===== src/rtl/mode_executor.sv =====
// mode_executor: executes the hood mode selected upstream. It drives the fan
// level, the hurricane / self-clean / cooldown countdowns and the completion
// pulses.
//
// Optional feature: define CLEAN_REMINDER_EN to build the run-time usage
// counter and the clean_reminder flag. Without it, clean_reminder is tied to 0.
//
// state    | meaning
// ---------+---------------------------------------------------------------
// IDLE     | powered on, fan off, waiting for a mode
// RUN1     | fan level 1, follows mode_state
// RUN2     | fan level 2, follows mode_state
// HURR     | fan level 3, counts down HURRICANE_SEC, then forced to RUN2
// COOLDOWN | fan level 2 after leaving hurricane to standby; busy
// CLEAN    | fan level 3 for CLEAN_SEC, ignores mode_state; busy

module mode_executor #(
    parameter int unsigned TICK_CYCLES   = 100_000_000,
    parameter int unsigned HURRICANE_SEC = 60,
    parameter int unsigned CLEAN_SEC     = 180,
    parameter int unsigned COOLDOWN_SEC  = 60,
    parameter int unsigned USAGE_LIMIT   = 36000
) (
    input  logic       clk,
    input  logic       rst,
    input  logic       machine_state,
    input  logic [2:0] mode_state,
    output logic [1:0] fan_level,
    output logic [7:0] remaining_sec,
    output logic       hurricane_exp,
    output logic       clean_done,
    output logic       busy,
    output logic       clean_reminder
);

    localparam logic [2:0] S_IDLE     = 3'd0;
    localparam logic [2:0] S_RUN1     = 3'd1;
    localparam logic [2:0] S_RUN2     = 3'd2;
    localparam logic [2:0] S_HURR     = 3'd3;
    localparam logic [2:0] S_COOLDOWN = 3'd4;
    localparam logic [2:0] S_CLEAN    = 3'd5;

    localparam logic [2:0] M_STANDBY  = 3'b000;
    localparam logic [2:0] M_L1       = 3'b001;
    localparam logic [2:0] M_L2       = 3'b010;
    localparam logic [2:0] M_HURR     = 3'b011;
    localparam logic [2:0] M_CLEAN    = 3'b100;

    localparam int unsigned       DIV_W   = (TICK_CYCLES > 1) ? $clog2(TICK_CYCLES) : 1;
    localparam logic [DIV_W-1:0]  DIV_MAX = DIV_W'(TICK_CYCLES - 1);

    // Timers are 8-bit and the usage counter is 16-bit; reject parameters that cannot fit.
    if (TICK_CYCLES == 0) begin : g_bad_tick
        $error("mode_executor: TICK_CYCLES must be at least 1");
    end
    if (HURRICANE_SEC > 255 || CLEAN_SEC > 255 || COOLDOWN_SEC > 255) begin : g_bad_sec
        $error("mode_executor: *_SEC parameters must be <= 255");
    end
    if (USAGE_LIMIT > 65535) begin : g_bad_usage
        $error("mode_executor: USAGE_LIMIT must fit in 16 bits");
    end

    logic [2:0]       state;
    logic [2:0]       state_nxt;
    logic [DIV_W-1:0] div_cnt;
    logic             sec_tick;
    logic             hurricane_used;
    logic             used_nxt;
    logic [7:0]       rem_nxt;
    logic             hexp_nxt;
    logic             cdone_nxt;
    logic [2:0]       mode_eff;
    logic             timer_expire;
    logic             state_change;

    // Where a mode request leads from a state that follows mode_state freely.
    function automatic logic [2:0] mode_target(input logic [2:0] m, input logic used);
        logic [2:0] t;
        case (m)
            M_L1:    t = S_RUN1;
            M_L2:    t = S_RUN2;
            M_HURR:  t = used ? S_RUN2 : S_HURR;
            M_CLEAN: t = S_CLEAN;
            default: t = S_IDLE;
        endcase
        return t;
    endfunction

    function automatic logic [1:0] fan_of(input logic [2:0] s);
        logic [1:0] f;
        case (s)
            S_RUN1:     f = 2'd1;
            S_RUN2:     f = 2'd2;
            S_HURR:     f = 2'd3;
            S_COOLDOWN: f = 2'd2;
            S_CLEAN:    f = 2'd3;
            default:    f = 2'd0;
        endcase
        return f;
    endfunction

    function automatic logic [7:0] load_of(input logic [2:0] s);
        logic [7:0] v;
        case (s)
            S_HURR:     v = 8'(HURRICANE_SEC);
            S_COOLDOWN: v = 8'(COOLDOWN_SEC);
            S_CLEAN:    v = 8'(CLEAN_SEC);
            default:    v = 8'd0;
        endcase
        return v;
    endfunction

    // Reserved codes 101..111 behave as standby.
    assign mode_eff     = (mode_state > M_CLEAN) ? M_STANDBY : mode_state;
    assign sec_tick     = (div_cnt == DIV_MAX);
    // A tick while showing 1 (or 0 for a zero-length timer) is the terminal count.
    assign timer_expire = sec_tick && (remaining_sec <= 8'd1);
    assign state_change = (state_nxt != state);

    // Next-state decode; a mode change always beats a simultaneous expiry.
    always_comb begin
        state_nxt = state;
        hexp_nxt  = 1'b0;
        cdone_nxt = 1'b0;
        if (!machine_state) begin
            state_nxt = S_IDLE;
        end else begin
            case (state)
                S_IDLE, S_RUN1, S_RUN2: begin
                    state_nxt = mode_target(mode_eff, hurricane_used);
                end
                S_HURR: begin
                    if (mode_eff == M_HURR) begin
                        if (timer_expire) begin
                            state_nxt = S_RUN2;
                            hexp_nxt  = 1'b1;
                        end
                    end else if (mode_eff == M_STANDBY) begin
                        state_nxt = S_COOLDOWN;
                    end else begin
                        state_nxt = mode_target(mode_eff, hurricane_used);
                    end
                end
                S_COOLDOWN: begin
                    if (mode_eff == M_L1) begin
                        state_nxt = S_RUN1;
                    end else if (mode_eff == M_L2) begin
                        state_nxt = S_RUN2;
                    end else if (timer_expire) begin
                        state_nxt = S_IDLE;
                    end
                end
                S_CLEAN: begin
                    if (timer_expire) begin
                        state_nxt = S_IDLE;
                        cdone_nxt = 1'b1;
                    end
                end
                default: state_nxt = S_IDLE;
            endcase
        end
    end

    // Countdown and hurricane lockout follow from the chosen next state.
    always_comb begin
        used_nxt = hurricane_used;
        rem_nxt  = remaining_sec;
        if (!machine_state) begin
            used_nxt = 1'b0;
            rem_nxt  = 8'd0;
        end else if (state_change) begin
            rem_nxt = load_of(state_nxt);
            if (state_nxt == S_HURR) begin
                used_nxt = 1'b1;
            end
        end else if (sec_tick && remaining_sec != 8'd0) begin
            rem_nxt = remaining_sec - 8'd1;
        end
    end

    // Registered state, outputs and the second-tick divider.
    always_ff @(posedge clk) begin
        if (rst) begin
            state          <= S_IDLE;
            div_cnt        <= '0;
            hurricane_used <= 1'b0;
            fan_level      <= 2'd0;
            remaining_sec  <= 8'd0;
            hurricane_exp  <= 1'b0;
            clean_done     <= 1'b0;
            busy           <= 1'b0;
        end else begin
            state          <= state_nxt;
            hurricane_used <= used_nxt;
            fan_level      <= fan_of(state_nxt);
            remaining_sec  <= rem_nxt;
            hurricane_exp  <= hexp_nxt;
            clean_done     <= cdone_nxt;
            busy           <= (state_nxt == S_COOLDOWN) || (state_nxt == S_CLEAN);
            // Restarting on every state change makes the first second a full one.
            if (state_change || !machine_state || sec_tick) begin
                div_cnt <= '0;
            end else begin
                div_cnt <= div_cnt + 1'b1;
            end
        end
    end

`ifdef CLEAN_REMINDER_EN
    logic [15:0] usage_cnt;
    logic [15:0] usage_nxt;

    // Run-time accumulates while the fan blows outside of self-clean, saturating.
    always_comb begin
        usage_nxt = usage_cnt;
        if (sec_tick && fan_level != 2'd0 && state != S_CLEAN && usage_cnt != 16'hFFFF) begin
            usage_nxt = usage_cnt + 16'd1;
        end
    end

    // Usage counter and reminder survive power-off; only reset or a finished clean clear them.
    always_ff @(posedge clk) begin
        if (rst) begin
            usage_cnt      <= 16'd0;
            clean_reminder <= 1'b0;
        end else if (clean_done) begin
            usage_cnt      <= 16'd0;
            clean_reminder <= 1'b0;
        end else begin
            usage_cnt      <= usage_nxt;
            clean_reminder <= (usage_nxt >= 16'(USAGE_LIMIT));
        end
    end
`else
    assign clean_reminder = 1'b0;
`endif

endmodule


===== config.mk =====
export PLATFORM = sky130hd
export DESIGN_NAME = mode_executor
export DESIGN_NICKNAME = d
export VERILOG_FILES = /design/src/rtl/mode_executor.sv
export SDC_FILE = /design/constraint.sdc
export NUM_CORES = 1
export LEC_CHECK = 0
export ABC_CLOCK_PERIOD_IN_PS = 2300
export CAP_MARGIN = 15
export CORE_ASPECT_RATIO = 0.7
export CORE_MARGIN = 4
export CORE_UTILIZATION = 45
export DETAILED_ROUTE_END_ITERATION = 12
export PLACE_DENSITY = 0.76
export SYNTH_ARGS = -nofsm -noshare
export SYNTH_HDL_FRONTEND = slang
export SYNTH_SLANG_ARGS = --single-unit

===== constraint.sdc =====
create_clock -name clk -period 2.3 [get_ports clk]
set_input_delay 0.575 -clock clk [delete_from_list [all_inputs] [get_ports clk]]
set_output_delay 0.575 -clock clk [all_outputs]
set_load 0.05 [all_outputs]

==> summary.md, run 1 <==
| Metric | Value |
|---|---|
| Status | complete, but fails checks |
| Failing checks | negative setup slack |
| Total track usage | 19.9% |
| Final setup viols | 10 |
| Tightest Pin Transition | 0.572 ns |
| Hold buffer count at CTS | 0 |
| Depth of the CTS H-tree | 2 |
| Max cap viols | 0 |
| Slack of the critical path | -0.0575 ns |
| Synthesized-area fraction occupied by adder cells | 1.52% |
| Pwr per Cell Area | 472 nW/um^2 |
| Main synth FF type | dfxtp_1 |
| Syn Area/Cell | 8.78 sq um |
| Post-route cell area | 3320 sq um |
| Grt total ovfl | 0 |
| Combinational Power Share | 18.0% |
| Worst Clk Skew | 0.00652 ns |
| Inserted Diodes | 0 |
| Post-synthesis sequential area ratio | 35.7% |
| DRC | 0 |
| Non-filler cells, final | 412 |
| Switching Share | 26.2% |
| Area after DPL | 2930 sq um |
| Vias in the first global route | 2121 |
| Drt total wl | 6510 microns |
| Min cycle time layout | 2.36 ns |
| Top Ports | 20 |
| Critical path endpoint category | flip-flop |
| Final period utilization | 102% |
| WP data arrival | 2.58 ns |
| # port buffers | 18 |
| Final core utilization | 62.8% |
| Synth area leaders | dfxtp_1, xor2_1, nor3_2 |
| Num CTS Buffers | 5 |
| Slew HR | 61.6% |
| Layout area overhead | 34.5% |
| Fin. Hold Viols | 0 |
| Worst Path Required | 2.52 ns |
| Synth unique cells | 60 |
| CP cell instances | nor4_4, o211ai_2, buf_4, o21a_1, a211oi_4, o211a_1, o21ai_4, buf_12, buf_12, nor3b_4 |
| Die span in y | 69.9 microns |
| Wirelength per Cell | 15.8 microns |
| Syn Nets | 290 |
| Root Driver | clkbuf_8 |
| Largest family of logic cells by synthesized area | simple AND/OR/NAND/NOR gates |
| Crit-path max FO | 8 |
| Number of nets in the layout | 348 |
| Clock Sinks | 44 |
| Initial antenna violation count | 0 |
| Worst setup SP type | flip-flop |
| Post-synthesis simple-gate area fraction | 35.5% |
| Maximum clock path buffer count | 2 |
| First-pass DRT Iterations | 4 |
| Clock power share | 31.9% |
| Total power | 1560 uW |
| Final HPWL DP | 4200 microns |
| Seq cells post-synth | 44 |
| Post-synthesis compound-gate area fraction | 11.8% |
| Crit path kind | reg -> reg |
| WHS | 0.560 ns |
| Slowest CP cell | dfxtp_4 |
| Worst-path clk slew | 0.07 ns |
| DR vias | 2280 |
| Area leader, netlist | dfxtp_1 |
| Net Sw Power | 411 uW |
| Share of layout cells above drive strength 1 | 30.9% |
| Slowest stage delay, CP | 0.36 ns |
| Cells after Synth | 281 |
| Most used cell along the critical path | buf_12 |
| Critical R2R Launch | remaining_sec[5] |
| DIE WIDTH | 96.5 microns |
| Clk Latency, worst-skew pair | 0.30 ns |
| CORE AREA | 5290 sq um |
| Antenna-violating nets left | 0 |
| Crit path launch | remaining_sec[5] |
| Std cell rows | 22 |
| Placed cells | 391 |
| Synth Area in XOR/XNOR | 11.0% |
| Slew Viols, Final | 0 |
| GP Congestion | 0.912 |
| DR iter-0 viols | 139 |
| Largest net degree at the start of global routing | 16 |
| Post-synth top cells | dfxtp_1, nor2_1, nand2_1 |
| Most frequent cell after synthesis | dfxtp_1 |
| HP Class | reg -> reg |
| Post-synth ARST share | 0% |
| Mux share of post-synthesis cell area | 0.812% |
| VDD IR-drop max | 261 uV |
| Unrepaired setup endpoints after global routing | yes |
| Starting Density | 46.7% |
| Sequential power share | 50.1% |
| Die ar. | 6750 sq um |
| Vias per Instance | 5.53 |
| Synth Warn # | 0 |
| Leakage Power | 0.00116 uW |
| Cell area after synthesis | 2470 sq um |
| Hold Crit Start | div_cnt[0] |
| Synth top area share | 35.7% |
| Fmax | 424 MHz |
| Global-route wire length before repair | 10400 microns |
| Number of synthesized flops with an enable pin | 0 |
| Cell-internal power | 1150 uW |
| CTS tree | built |
## state kept, by name, summed over array words and instances (netlist names)
signal          flops
hurricane_exp       1
div_cnt            27
fan_level           2
clean_done          1
hurricane_used      1
state               3
remaining_sec       8
busy                1
## routing by layer
| metal | GRT usage [%] | share of wire (%) | wire (microns) | vias to the layer above |
|---|---|---|---|---|
| met5 | 0 | 0 | 0 | - |
| met2 | 27.1 | 44 | 2880 | 72 |
| li1 | - | - | - | 1119 |
| met1 | 30.6 | 48 | 3130 | 1081 |
| met4 | 4.51 | 0.86 | 56 | 0 |
| met3 | 5.38 | 6.9 | 449 | 8 |
## kinds of logic after synthesis
family,count (synthesis)
and+or+nand+nor,146
DFF,44
AOI/OAI and AO/OA,38
xor gates and xnor gates,31
buffers and inverters,16
adders and majority gates,3
muxes,2
other,1
## layout make-up
class                           instances  area [sq um]
Clock buffer                            8          90.1
Fill cell                             459          1970
Inverter                                5          18.8
Multi-Input combinational cell        221          1630
Sequential cell                        44           893
Tap cell                               72          90.1
Timing Repair Buffer                   62           597
## path summary, 6_finish.rpt
check	slack, ns	endpoint	cells past startpoint
worst min-delay path	0.56	div_cnt[0]	2
worst max-delay path	-0.06	div_cnt[1]	10
worst min register to register	0.56	div_cnt[0]	2
worst max register to register	-0.06	div_cnt[1]	10
## power groups by stage
| stage | combinational (uW) | clock, uW | sequential (uW) |
|---|---|---|---|
| detailed placement | 208 | 0 | 803 |
| finish | 281 | 499 | 784 |
| global placement | 205 | 0 | 803 |
| global route | 301 | 554 | 786 |
| floorplan | 117 | 0 | 822 |
| CTS | 257 | 515 | 784 |
## critical path, delay by kind of cell, from the launching register on
family	cells	cell delay [ns]
AOI/OAI and AO/OA	5	0.96
and+or+nand+nor	2	0.49
buffers and inverters	3	0.47
DFF	1	0.36
## through the flow
| step | setup TNS [ns] | setup slack [ns] |
|---|---|---|
| global route | -3.79 | -0.173 |
| CTS | -0.190 | -0.0361 |
| detailed placement | -18.77 | -0.525 |
| global placement | -15.50 | -0.462 |
| finish | -0.179 | -0.0575 |
| floorplan | -0.0149 | -0.00496 |
## what timing repair did
item	CTS	global route
buffers inserted	9	1
endpoints found under the setup margin	36	36
pin swaps	16	21
resized for setup	14	30
cloned	2	1
## layout by cell type, fill, tap and decap left out, types with 6 or more instances in the layout
| master | count |
|---|---|
| nand3_1 | 16 |
| dfxtp_1 | 38 |
| nand2_1 | 26 |
| nor3_1 | 8 |
| nor3_2 | 11 |
| buf_4 | 38 |
| xnor2_1 | 12 |
| a21oi_1 | 8 |
| nor2_1 | 24 |
| clkdlybuf4s50_1 | 15 |
| nand4_1 | 8 |
| clkbuf_8 | 6 |
| xor2_1 | 19 |
(Power assumes the default switching activity.)
==> inputs of run 2 (changes only) <==
- CAP_MARGIN: 15 -> 10
==> results of run 2 <==
No change in the layout: final DEF, timing and power equal those of run 1.
==> inputs of run 3 (changes only) <==
- CAP_MARGIN: 10 -> default
==> results of run 3 <==
No change in the layout: final DEF, timing and power equal those of run 1.
